**config.mk**
```make
export PLATFORM = sky130hd
export DESIGN_NAME = vram_arbiter
export DESIGN_NICKNAME = d
export VERILOG_FILES = /design/src/rtl/vram_pkg.sv /design/src/rtl/vram_wfifo.sv /design/src/rtl/vram_arbiter.sv
export SDC_FILE = /design/constraint.sdc
export NUM_CORES = 1
export LEC_CHECK = 0
export ABC_CLOCK_PERIOD_IN_PS = 2700
export CAP_MARGIN = 15
export CORE_AREA = 2 2 112 157
export DETAILED_ROUTE_END_ITERATION = 7
export DIE_AREA = 0 0 114 159
export PLACE_DENSITY = 0.75
export SETUP_SLACK_MARGIN = 0.15
export SLEW_MARGIN = 15
export SYNTH_ARGS = -nofsm -noshare
export SYNTH_HDL_FRONTEND = slang
export SYNTH_SLANG_ARGS = --single-unit
```
**constraint.sdc**
```tcl
create_clock -name clk -period 2.7 [get_ports clk]
set_clock_uncertainty 0.05 [all_clocks]
set_input_delay 0.27 -clock clk [delete_from_list [all_inputs] [get_ports clk]]
set_output_delay 0.27 -clock clk [all_outputs]
set_load 0.01 [all_outputs]
```
**src/rtl/vram_pkg.sv**
```systemverilog
// vram_pkg
// Shared constants and types for the screen-RAM arbiter.
//   VRAM_ADDR_WIDTH : default word address width (8192 words, 512x256 bitmap)
//   VRAM_DATA_WIDTH : default word width
//   VRAM_FIFO_DEPTH : default number of CPU write-FIFO entries
//   vram_state_t    : CPU read-path FSM states
//   vram_wentry_t   : one queued CPU write {addr, data} at the default widths
package vram_pkg;

  localparam int VRAM_ADDR_WIDTH = 13;
  localparam int VRAM_DATA_WIDTH = 16;
  localparam int VRAM_FIFO_DEPTH = 4;

  typedef enum logic [1:0] {
    ST_IDLE      = 2'd0,
    ST_RD_WAIT   = 2'd1,
    ST_RD_ISSUED = 2'd2
  } vram_state_t;

  typedef struct packed {
    logic [VRAM_ADDR_WIDTH-1:0] addr;
    logic [VRAM_DATA_WIDTH-1:0] data;
  } vram_wentry_t;

endpackage

```
**src/rtl/vram_wfifo.sv**
```systemverilog
// vram_wfifo
// Small synchronous FIFO holding CPU writes until the screen RAM is free.
// Ports:
//   clk, reset      : clock, synchronous active-high reset (empties the FIFO)
//   push, push_data : enqueue one entry (ignored when full)
//   pop             : dequeue the head entry (ignored when empty)
//   head            : current head entry, valid while !empty
//   full, empty     : registered occupancy flags
// Push and pop in the same cycle are both honoured when the FIFO is not full.
module vram_wfifo #(
  parameter int WIDTH = 29,
  parameter int DEPTH = 4
) (
  input  logic             clk,
  input  logic             reset,
  input  logic             push,
  input  logic [WIDTH-1:0] push_data,
  input  logic             pop,
  output logic [WIDTH-1:0] head,
  output logic             full,
  output logic             empty
);

  localparam int PTR_W = (DEPTH > 1) ? $clog2(DEPTH) : 1;
  localparam int CNT_W = PTR_W + 1;

  logic [WIDTH-1:0] mem [DEPTH];
  logic [PTR_W-1:0] wr_ptr;
  logic [PTR_W-1:0] rd_ptr;
  logic [CNT_W-1:0] count;
  logic             do_push;
  logic             do_pop;

  assign do_push = push && !full;
  assign do_pop  = pop && !empty;
  assign full    = (count == CNT_W'(DEPTH));
  assign empty   = (count == '0);
  assign head    = mem[rd_ptr];

  // Pointers wrap naturally because DEPTH is a power of two.
  always_ff @(posedge clk) begin
    if (reset) begin
      wr_ptr <= '0;
      rd_ptr <= '0;
      count  <= '0;
    end else begin
      if (do_push) wr_ptr <= wr_ptr + PTR_W'(1);
      if (do_pop)  rd_ptr <= rd_ptr + PTR_W'(1);
      case ({do_push, do_pop})
        2'b10:   count <= count + CNT_W'(1);
        2'b01:   count <= count - CNT_W'(1);
        default: ;
      endcase
    end
  end

  always_ff @(posedge clk) begin
    if (do_push) mem[wr_ptr] <= push_data;
  end

endmodule

```
**src/rtl/vram_arbiter.sv**
```systemverilog
// vram_arbiter
// Shares one single-port screen RAM between CPU screen accesses and the VGA
// scan-out reader. VGA reads always own the RAM; CPU writes are queued in a
// small FIFO and drained in free cycles; CPU reads wait for the FIFO to drain
// and a free cycle, so a read never overtakes an earlier write.
// Ports:
//   clk, reset                      : clock, synchronous active-high reset
//   cpu_addr, cpu_wdata             : CPU word address / write data
//   cpu_wren, cpu_rden              : CPU requests, accepted when cpu_ready=1
//   cpu_ready                       : request accepted this cycle
//   cpu_rdata, cpu_rvalid           : registered read data + one-cycle strobe
//   vga_raddr, vga_rden             : VGA read address / level request
//   vga_rdata                       : registered VGA data, holds last value
//   ram_addr, ram_wdata, ram_wren   : SPRAM command (combinational)
//   ram_rdata                       : SPRAM data, one cycle after a read
module vram_arbiter
  import vram_pkg::*;
#(
  parameter int ADDR_WIDTH = VRAM_ADDR_WIDTH,
  parameter int DATA_WIDTH = VRAM_DATA_WIDTH,
  parameter int FIFO_DEPTH = VRAM_FIFO_DEPTH
) (
  input  logic                  clk,
  input  logic                  reset,
  input  logic [ADDR_WIDTH-1:0] cpu_addr,
  input  logic [DATA_WIDTH-1:0] cpu_wdata,
  input  logic                  cpu_wren,
  input  logic                  cpu_rden,
  output logic                  cpu_ready,
  output logic [DATA_WIDTH-1:0] cpu_rdata,
  output logic                  cpu_rvalid,
  input  logic [ADDR_WIDTH-1:0] vga_raddr,
  input  logic                  vga_rden,
  output logic [DATA_WIDTH-1:0] vga_rdata,
  output logic [ADDR_WIDTH-1:0] ram_addr,
  output logic [DATA_WIDTH-1:0] ram_wdata,
  output logic                  ram_wren,
  input  logic [DATA_WIDTH-1:0] ram_rdata
);

  typedef struct packed {
    logic [ADDR_WIDTH-1:0] addr;
    logic [DATA_WIDTH-1:0] data;
  } entry_t;

  vram_state_t           state;
  vram_state_t           state_next;
  logic [ADDR_WIDTH-1:0] rd_addr;
  logic [ADDR_WIDTH-1:0] last_addr;
  logic                  vga_owned;
  logic                  vga_owned_q;
  logic                  issue_rd;
  logic                  fifo_push;
  logic                  fifo_pop;
  logic                  fifo_full;
  logic                  fifo_empty;
  entry_t                fifo_head;
  entry_t                fifo_in;

  assign fifo_in = '{addr: cpu_addr, data: cpu_wdata};

  vram_wfifo #(
    .WIDTH ($bits(entry_t)),
    .DEPTH (FIFO_DEPTH)
  ) u_wfifo (
    .clk       (clk),
    .reset     (reset),
    .push      (fifo_push),
    .push_data (fifo_in),
    .pop       (fifo_pop),
    .head      (fifo_head),
    .full      (fifo_full),
    .empty     (fifo_empty)
  );

  // RAM owner for this cycle: VGA, then queued write, then pending CPU read.
  // When nobody owns the RAM the address is parked on its previous value.
  always_comb begin
    ram_wren  = 1'b0;
    ram_addr  = last_addr;
    ram_wdata = fifo_head.data;
    fifo_pop  = 1'b0;
    issue_rd  = 1'b0;
    vga_owned = 1'b0;
    if (reset) begin
      ram_addr = '0;
    end else if (vga_rden) begin
      vga_owned = 1'b1;
      ram_addr  = vga_raddr;
    end else if (!fifo_empty) begin
      fifo_pop = 1'b1;
      ram_wren = 1'b1;
      ram_addr = fifo_head.addr;
    end else if (state == ST_RD_WAIT) begin
      issue_rd = 1'b1;
      ram_addr = rd_addr;
    end
  end

  // CPU request FSM. Ready depends on the registered full flag, so a pop in
  // the same cycle cannot make room for a push. A write wins over a read
  // presented in the same cycle.
  always_comb begin
    state_next = state;
    cpu_ready  = 1'b0;
    fifo_push  = 1'b0;
    case (state)
      ST_IDLE: begin
        cpu_ready = !fifo_full;
        if (cpu_wren && cpu_ready) begin
          fifo_push = 1'b1;
        end else if (cpu_rden && cpu_ready) begin
          state_next = ST_RD_WAIT;
        end
      end
      ST_RD_WAIT: begin
        if (issue_rd) state_next = ST_RD_ISSUED;
      end
      ST_RD_ISSUED: begin
        state_next = ST_IDLE;
      end
      default: begin
        state_next = ST_IDLE;
      end
    endcase
  end

  always_ff @(posedge clk) begin
    if (reset) begin
      state       <= ST_IDLE;
      rd_addr     <= '0;
      last_addr   <= '0;
      vga_owned_q <= 1'b0;
      cpu_rdata   <= '0;
      cpu_rvalid  <= 1'b0;
      vga_rdata   <= '0;
    end else begin
      state       <= state_next;
      last_addr   <= ram_addr;
      vga_owned_q <= vga_owned;
      cpu_rvalid  <= (state == ST_RD_ISSUED);
      if (state == ST_IDLE && cpu_ready && cpu_rden && !cpu_wren) begin
        rd_addr <= cpu_addr;
      end
      // RAM data arrives one cycle after the owning cycle.
      if (state == ST_RD_ISSUED) cpu_rdata <= ram_rdata;
      if (vga_owned_q)           vga_rdata <= ram_rdata;
    end
  end

endmodule

```
==> results.md, run 1 <==
Min path:
- The min-delay analysis places its worst path in the category in2reg.
- The worst hold path startpoint is ram_rdata[1].
- Along the worst hold path, the cell count comes to 3.
- The endpoint of the worst hold path is cpu_rdata[1]$_SDFFE_PP0P_.

Die:
- In this run the horizontal extent of the chip is 114 µm.
- The floorplan die area is 18100 µm².
- Once the floorplan was initialized, standard cells occupied 44.5% of the core.
- The core region is 16700 µm².
- 127 I/O pins were placed.
- The die is 159 µm tall.
- Row generation in the floorplan step produced 56 rows.

Place:
- During placement, the flow inserted port buffers numbering 126.
- The HPWL after detailed placement is 11100 µm.
- At the placement stage, the worst setup path has a slack of 0.129 ns.
- The placed instances occupy a cell area of 9020 µm².
- The final weighted congestion of routability-driven global placement is 0.782.

Clock network:
- The number of levels the H-tree was split into is 4.
- The longest clock path from root to sink contains 2 buffers.
- The clock tree from TritonCTS is yes.
- The tree built by TritonCTS fans out to 187 sinks.
- The root buffer cell is clkbuf_16.
- The number of buffers created by CTS is 17.
- Clock-pin slew was measured on the worst setup and hold paths at 0.07 ns.
- The later pin in the worst-skew pair is clocked with a latency of 0.43 ns.

Critical path:
- The slowest cell on the critical path is mux4_2.
- Measured in cells, the most critical reg-to-reg path has a length of 9.
- Traced cell by cell, the critical path runs through buf_4 -> mux4_2 -> nor4b_2 -> a221o_1 -> clkdlybuf4s15_1.
- The kind of start point of the critical path is a flop.
- The maximum cell stage delay along the critical path is 0.49 ns.
- The critical-path maximum fanout is 4.
- The critical path data required time is 2.38 ns.
- The worst setup path is captured at a primary output.
- The setup path with the least slack is of type reg2out.
- The worst register-to-register path begins at u_wfifo.count[0]$_SDFFE_PP0P_.
- The worst endpoint data arrival time is 2.17 ns.
- The endpoint identified for the worst register-to-register timing path is u_wfifo.count[2]$_SDFFE_PP0P_.
- Across all register-to-register paths, the minimum setup slack is 0.31 ns.

Finish:
- 0 antenna diodes ended up in the layout.
- The final core utilization is 58.6%.
- After filler insertion, the fill cell instance count of the layout stands at 1275.
- The post-route cell area is 9770 µm².
- The net count of the finished layout is 693.
- The layout cell share with drive strength beyond 1 is 22.6%.
- The area growth from synthesis to layout is 31.6%.

Route:
- The wire length per cell is 19.2 µm.
- Detailed routing inserted a total of 4558 vias.
- The starting DRC count in detailed routing is 317.
- Summed over all layers, the routed wires come to 16100 µm.
- The via density per instance is 5.43.
- The number of search-and-repair iterations in the first detailed-routing pass is 6.
- The remaining design rule violation count is 0.
- The final antenna-violating net count is 0.

Yosys:
- When the netlist entered floorplanning its net count stood at 546.
- For this run, the number of Yosys warnings is 0.
- In this run the mean area of a mapped cell was 15.6 µm².
- The netlist uses 37 different library cells.
- The area of the mapped netlist is 7420 µm².
- Sequential cells were found to cover 66.1% of the synthesized design area.
- The cell count after synthesis is 477.
- The flip-flop and latch count after synthesis is 187.

Global routing:
- The first global-routing pass estimated 25800 µm of wire.
- The global-route total usage across every layer is 18.4%.
- The via count of the first global-routing pass is 4813.
- The total overflow left after global routing is 0.
- The largest net degree at the start of global routing is 35.
- The number of antenna violations at the first check in global routing was 0.

STA:
- The peak clock frequency supported by timing is 401 MHz.
- The final critical-path setup slack is 0.205 ns.
- The final-report hold violation count was 0.
- Setup total negative slack on the finished layout was measured at 0 ns.
- Setup repair after global routing left no endpoint under its margin.
- The transition time of the tightest slew-check pin is 0.924 ns.
- The tightest hold path in the finished design has a slack of 0.377 ns.
- Measured against its own limit, the worst slew margin works out to 38.3%.
- The max-slew violation count is 0.
- The final count of negative-setup-slack endpoints is 0.
- Dividing the final minimum period by the clock period gives 92.4%.
- The post-layout minimum cycle time is 2.49 ns.

Job:
- Max-cap violations in this run came to 0.

Run status:
- The flow ran to the end, and the final reports show no timing, DRC or antenna violations.

Pwr:
- The power density relative to cell area is 784 nW/µm².
- Across the VDD grid, the largest voltage drop is 0.000501 V.
- The static leakage is 3.43 nW.
cell type report:
type | count | area, µm² | area share (%)
Sequential cell | 187 | 4910 | 50.3
Multi-Input combinational cell | 250 | 2390 | 24.5
Timing Repair Buffer | 160 | 1560 | 16.0
Clock buffer | 17 | 425 | 4.35
Tap cell | 203 | 254 | 2.60
Clock inverter | 14 | 193 | 1.97
Inverter | 8 | 30.0 | 0.307
metal layers:
layer,track usage [%],wire length (µm),up-vias
li1,-,-,2112
met1,22.5,6500,2270
met2,31.8,8510,165
met3,5.29,973,11
met4,4.99,114,0
met5,0,0,-
kinds of logic (layout without fill, tap and decap cells):
logic type	Yosys count	in the layout	synth area share, %
adder cells (fa/ha/maj)	6	6	1.11
flip-flops	187	187	66.1
AND/OR/NAND/NOR	117	117	9.12
multiplexers	73	73	15.4
XOR/XNOR	2	2	0.236
buffers and inverters	40	199	2.73
AO/OA/AOI/OAI	52	52	5.36
cell usage after synthesis:
library cell / instances / area [µm²]
edfxtp_1: 116 / 3480
dfxtp_1: 71 / 1420
nand2_1: 32 / 120
nand2b_1: 31 / 194
mux2i_1: 30 / 300
mux4_2: 29 / 653
a221o_1: 26 / 260
nor2_1: 23 / 86.3
a21oi_1: 22 / 110
clkbuf_1: 16 / 60.1
nor4b_1: 13 / 114
buf_2: 8 / 40.0
inv_1: 8 / 30.0
mux2_4: 8 / 120
mux2_2: 6 / 67.6
buf_4: 5 / 37.5
ha_1: 5 / 62.6
and2_1: 4 / 25.0
nor3_1: 3 / 15.0
o21ai_0: 2 / 10.0
or3_1: 2 / 12.5
xor2_1: 2 / 17.5
and2b_1: 1 / 7.51
buf_1: 1 / 3.75
buf_12: 1 / 20.0
buf_6: 1 / 11.3
fa_1: 1 / 20.0
nand3_1: 1 / 5.00
nor3_2: 1 / 10.0
nor3_4: 1 / 16.3
nor3b_2: 1 / 12.5
nor4_1: 1 / 6.26
nor4_4: 1 / 21.3
nor4b_4: 1 / 23.8
o21ba_2: 1 / 10.0
o31ai_1: 1 / 7.51
or4_1: 1 / 7.51
flip-flops by register name (all words and copies together) (netlist names), named ones only:
register / count
cpu_rdata: 16
cpu_rvalid: 1
last_addr: 13
rd_addr: 13
state: 2
u_wfifo.count: 3
u_wfifo.mem: 116
u_wfifo.rd_ptr: 2
u_wfifo.wr_ptr: 2
vga_owned_q: 1
vga_rdata: 16
power breakdown:
part / leakage (nW) / internal [W] / switching [W]
combinational: 1.49 / 0.000909 / 0.000751
clock: 0.298 / 0.00155 / 0.00105
sequential: 1.64 / 0.00328 / 0.000120
worst max-delay path by stage:
stage               slack, ns  depth (start not counted)                             to     start
floorplan                0.36                         10  u_wfifo.count[2]$_SDFFE_PP0P_     reset
global placement         0.14                          5                   ram_addr[10]  vga_rden
detailed placement       0.13                          9  u_wfifo.count[2]$_SDFFE_PP0P_  vga_rden
CTS                      0.07                          6                    ram_addr[3]      flop
global route             0.15                          4                  ram_wdata[12]      flop
finish                   0.21                          5                   ram_addr[10]      flop
layout by cell type (no fill, tap or decap), drive strengths merged, types with 4 or more instances in the layout:
| master | netlist | routed |
|---|---|---|
| a21oi | 22 | 22 |
| a221o | 26 | 26 |
| and2 | 4 | 4 |
| buf | 16 | 42 |
| bufinv | 0 | 4 |
| clkbuf | 16 | 22 |
| clkdlybuf4s50 | 0 | 106 |
| clkinv | 0 | 5 |
| dfxtp | 71 | 71 |
| dlymetal6s2s | 0 | 6 |
| edfxtp | 116 | 116 |
| ha | 5 | 5 |
| inv | 8 | 11 |
| mux2 | 14 | 14 |
| mux2i | 30 | 30 |
| mux4 | 29 | 29 |
| nand2 | 32 | 32 |
| nand2b | 31 | 31 |
| nor2 | 23 | 23 |
| nor3 | 5 | 5 |
| nor4b | 14 | 14 |
critical path: cells and delay by family (launching register included):
family	cells	cell delay [ns]
muxes	1	0.49
DFF	1	0.39
buffers and inverters	2	0.38
AOI/OAI and AO/OA	1	0.29
and+or+nand+nor	1	0.19
per-stage QoR:
stage                     std cells  total power (W)
after detailed placement        802          0.00502
final                           839          0.00766
after floorplan                 477          0.00432
after global routing            839          0.00798
after global placement          802          0.00496
after CTS                       839          0.00775
timing repair:
action / 4_1_cts / 5_1_grt
endpoints found under the setup margin: 24 / 14
cloned: 1 / 0
gates resized for setup: 53 / 17
setup buffers: 5 / 0
hold buffers: 0 / 0
No activity file was read; power rests on OpenSTA's default activity.
==> run 2: changes to the inputs <==
SKIP_LAST_GASP = 1   (was unset)
==> results of run 2 <==
No change in the layout: final DEF, timing and power equal those of run 1.
==> run 3: changes to the inputs <==
ABC_CLOCK_PERIOD_IN_PS = 2300   (was 2700)
SKIP_CTS_REPAIR_TIMING = 1   (was unset)
clock period = 2.3 ns   (was 2.7 ns; I/O delays follow)
==> run 3 against run 2 <==
  * Final area is 3.0% higher
  * Power is 19% higher
  * Largest power group unchanged
  * Sequential share of layout area fell by 1.5 points
  * Final cell count up 3.1%
  * The run now ends with negative setup slack left
==> results.md, run 3 (synthesis results as in run 1) <==
STA:
- The final critical-path setup slack came to -0.103 ns (-0.309 ns).
- The final-report hold violation count is 0 (unchanged).
- The worst slew margin relative to its limit is 55.3% (+17 points).
- The worst path uses 104% of the clock period.
- The transition time of the tightest slew-check pin came to 0.670 ns (-0.254 ns).
- The max-slew violation count is 0 (unchanged).
- The peak clock frequency supported by timing is 416 MHz.
- The post-layout minimum cycle time is 2.40 ns.
- Setup repair after global routing could not meet its margin everywhere.
- The final count of negative-setup-slack endpoints is 12 (+12).

Global routing:
- The first-pass GRT wire length is 24400 µm (-5.5%).
- The total grt overflow is 0 (unchanged).
- The global-route total usage across every layer is 17.5% (-0.94 points).
- The largest net degree at the start of global routing is 34 (-2.9%).
- The number of antenna violations at the first check in global routing is 1 (+1).
- The via count of the first global-routing pass is 4885 (+1.5%).

Min path:
- The path class of the tightest hold or removal check is in2reg.

Die:
- The placeable core area is 16700 µm² (unchanged).
- The starting density of the core is 44.5% (unchanged).
- The floorplan die area is 18100 µm² (unchanged).
- The number of top-level pins is 127 (unchanged).
- The number of standard-cell rows in the floorplan is 56 (unchanged).
- The horizontal die dimension is 114 µm (unchanged).
- The vertical die dimension was 159 µm (unchanged).

Route:
- The final antenna-violating net count came to 0 (unchanged).
- The wire length per cell is 18.5 µm (-3.5%).
- The starting DRC count in detailed routing is 285 (-10%).
- The remaining design rule violation count is 0 (unchanged).
- The final wirelength came to 16000 µm (-0.48%).
- The number of search-and-repair iterations in the first detailed-routing pass is 5 (-1).
- The via density per instance is 5.35 (-1.4%).
- The total vias in the final route was 4632 (+1.6%).

Place:
- The instance count after placement with tap cells included was 815 (+1.6%).
- The count of buffers inserted at the top-level ports is 126 (unchanged).
- The worst setup slack after placement is -0.201 ns (-0.330 ns).
- The HPWL after detailed placement is 10800 µm (-3.0%).
- The final weighted congestion of routability-driven global placement is 0.784 (+0.22%).

Clock network:
- The latest clock arrival within the worst-skew pair was 0.43 ns (about the same).
- The number of buffers created by CTS is 17 (unchanged).
- The clock sink total is 187 (unchanged).
- The clock-pin slew on the worst setup and hold paths is 0.07 ns (about the same).
- The maximum number of buffers from clock root to sink is 2 (unchanged).
- The clock tree from TritonCTS is yes.
- In this run the clock root is driven by a clkbuf_16.
- The number of levels the H-tree was split into was 4 (unchanged).

Critical path:
- The startpoint identified for the worst register-to-register timing path is u_wfifo.count[2]$_SDFFE_PP0P_.
- The critical-path maximum fanout is 6 (+2).
- The classification of the worst setup path is reg2out.
- The worst endpoint data arrival time is 2.12 ns (-0.05 ns).
- The critical path data required time is 2.02 ns (-0.36 ns).
- The most critical setup path has its endpoint at ram_addr[12].
- The kind of start point of the critical path is a flop.
- The count of cells along the worst register-to-register path is 9 (unchanged).
- The register-to-register path setup slack is 0.24 ns (-0.07 ns).
- The critical register-to-register path endpoint is u_wfifo.count[2]$_SDFFE_PP0P_.
- The worst setup path is captured at a primary output.

Run status:
- The run finished, with violations left.
- The final reports fail on negative setup slack.

Finish:
- The flip-flop count of the largest register after layout came to 116 (unchanged).
- The final net count is 718 (+3.6%).
- The area growth from synthesis to layout is 35.6%.
- In the final layout, the registers with the most flip-flops are u_wfifo.mem: 116 flops, cpu_rdata: 16 flops, vga_rdata: 16 flops.
- The count of filler cells inserted in the layout is 1249 (-2.0%).
- The number of antenna diodes came to 0 (unchanged).
- The final cell count without fillers is 865 (+3.1%).
- In the layout the commonest cells are edfxtp_1, clkdlybuf4s50_1, dfxtp_1.
- Leaving out fill and tap cells, the most frequent cell in the layout is edfxtp_1.
- Counting flops per register, the top entry is u_wfifo.mem.
- The layout cell share with drive strength beyond 1 is 26.7% (+4.1 points).

Pwr:
- The power density relative to cell area is 904 nW/µm² (+15%).
- The worst ir drop on vdd came to 0.000424 V (-16%).
- The static leakage came to 3.70 nW (+7.7%).

Job:
- The count of maximum capacitance violations is 0 (unchanged).
[run 3: changes by cell type in the layout (fill, tap and decap cells not counted), moves of 3 or more]
| cell | before | now |
|---|---|---|
| dlymetal6s2s_1 | 6 | 15 |
| clkbuf_2 | 5 | 9 |
| buf_4 | 26 | 44 |
| nor4b_2 | 7 | 1 |
| buf_12 | 5 | 8 |
| buf_6 | 1 | 6 |
| nor4b_4 | 2 | 8 |
| clkdlybuf4s50_1 | 106 | 94 |
[run 3: cell type report]
type / instances / area, µm² / share of cell area [%]
Clock buffer: 18 / 429 / 4.26
Clock inverter: 14 / 169 / 1.68
Inverter: 8 / 30.0 / 0.298
Multi-Input combinational cell: 250 / 2460 / 24.5
Sequential cell: 187 / 4910 / 48.8
Tap cell: 203 / 254 / 2.52
Timing Repair Buffer: 185 / 1810 / 17.9
[run 3: worst min-delay path by stage]
| stage | start | to | slack, ns | depth (start not counted) |
|---|---|---|---|---|
| 6_report | reset | u_wfifo.count[0]$_SDFFE_PP0P_ | 0.18 | 2 |
| 4_1_cts | reset | u_wfifo.count[0]$_SDFFE_PP0P_ | 0.11 | 2 |
| 3_5_place_dp | cpu_rdata[1]$_SDFFE_PP0P_ | cpu_rdata[1]$_SDFFE_PP0P_ | 0.40 | 2 |
| 2_1_floorplan | cpu_wdata[0] | u_wfifo.mem[0][0]$_DFFE_PP_ | 0.28 | 0 |
| 3_3_place_gp | cpu_rdata[5]$_SDFFE_PP0P_ | cpu_rdata[5]$_SDFFE_PP0P_ | 0.39 | 2 |
| 5_1_grt | reset | u_wfifo.count[0]$_SDFFE_PP0P_ | 0.21 | 2 |
[run 3: critical path, cell delays in order (launching register included)]
cell	delay, ns
dfxtp_4	0.40
buf_12	0.13
buf_6	0.09
mux4_2	0.51
nor4b_4	0.15
a221o_1	0.28
buf_6	0.13
[run 3: per-layer routing]
metal  wire length [µm]  track usage, %
met1               6330            19.1
met3                820            4.45
met4                311            6.87
met5                  0               0
met2               8560            32.0
[run 3: per-stage QoR]
step | cell area (µm²) | TNS (ns) | power [W] | utilization, % | hold slack [ns]
finish | 10100 | -0.849 | 0.00910 | 60.4 | 0.183
global route | 10100 | -1.57 | 0.00946 | 60.4 | 0.208
CTS | 9780 | -7.83 | 0.00895 | 58.7 | 0.112
detailed placement | 9180 | -1.91 | 0.00596 | 55.1 | 0.402
global placement | 9180 | -0.873 | 0.00591 | 55.1 | 0.394
floorplan | 7460 | 0 | 0.00509 | - | 0.279
[run 3: power by group]
part | internal [W] | total, W | switching, W
clock network | 0.00172 | 0.00297 | 0.00125
logic | 0.00118 | 0.00216 | 0.000986
registers | 0.00385 | 0.00397 | 0.000117
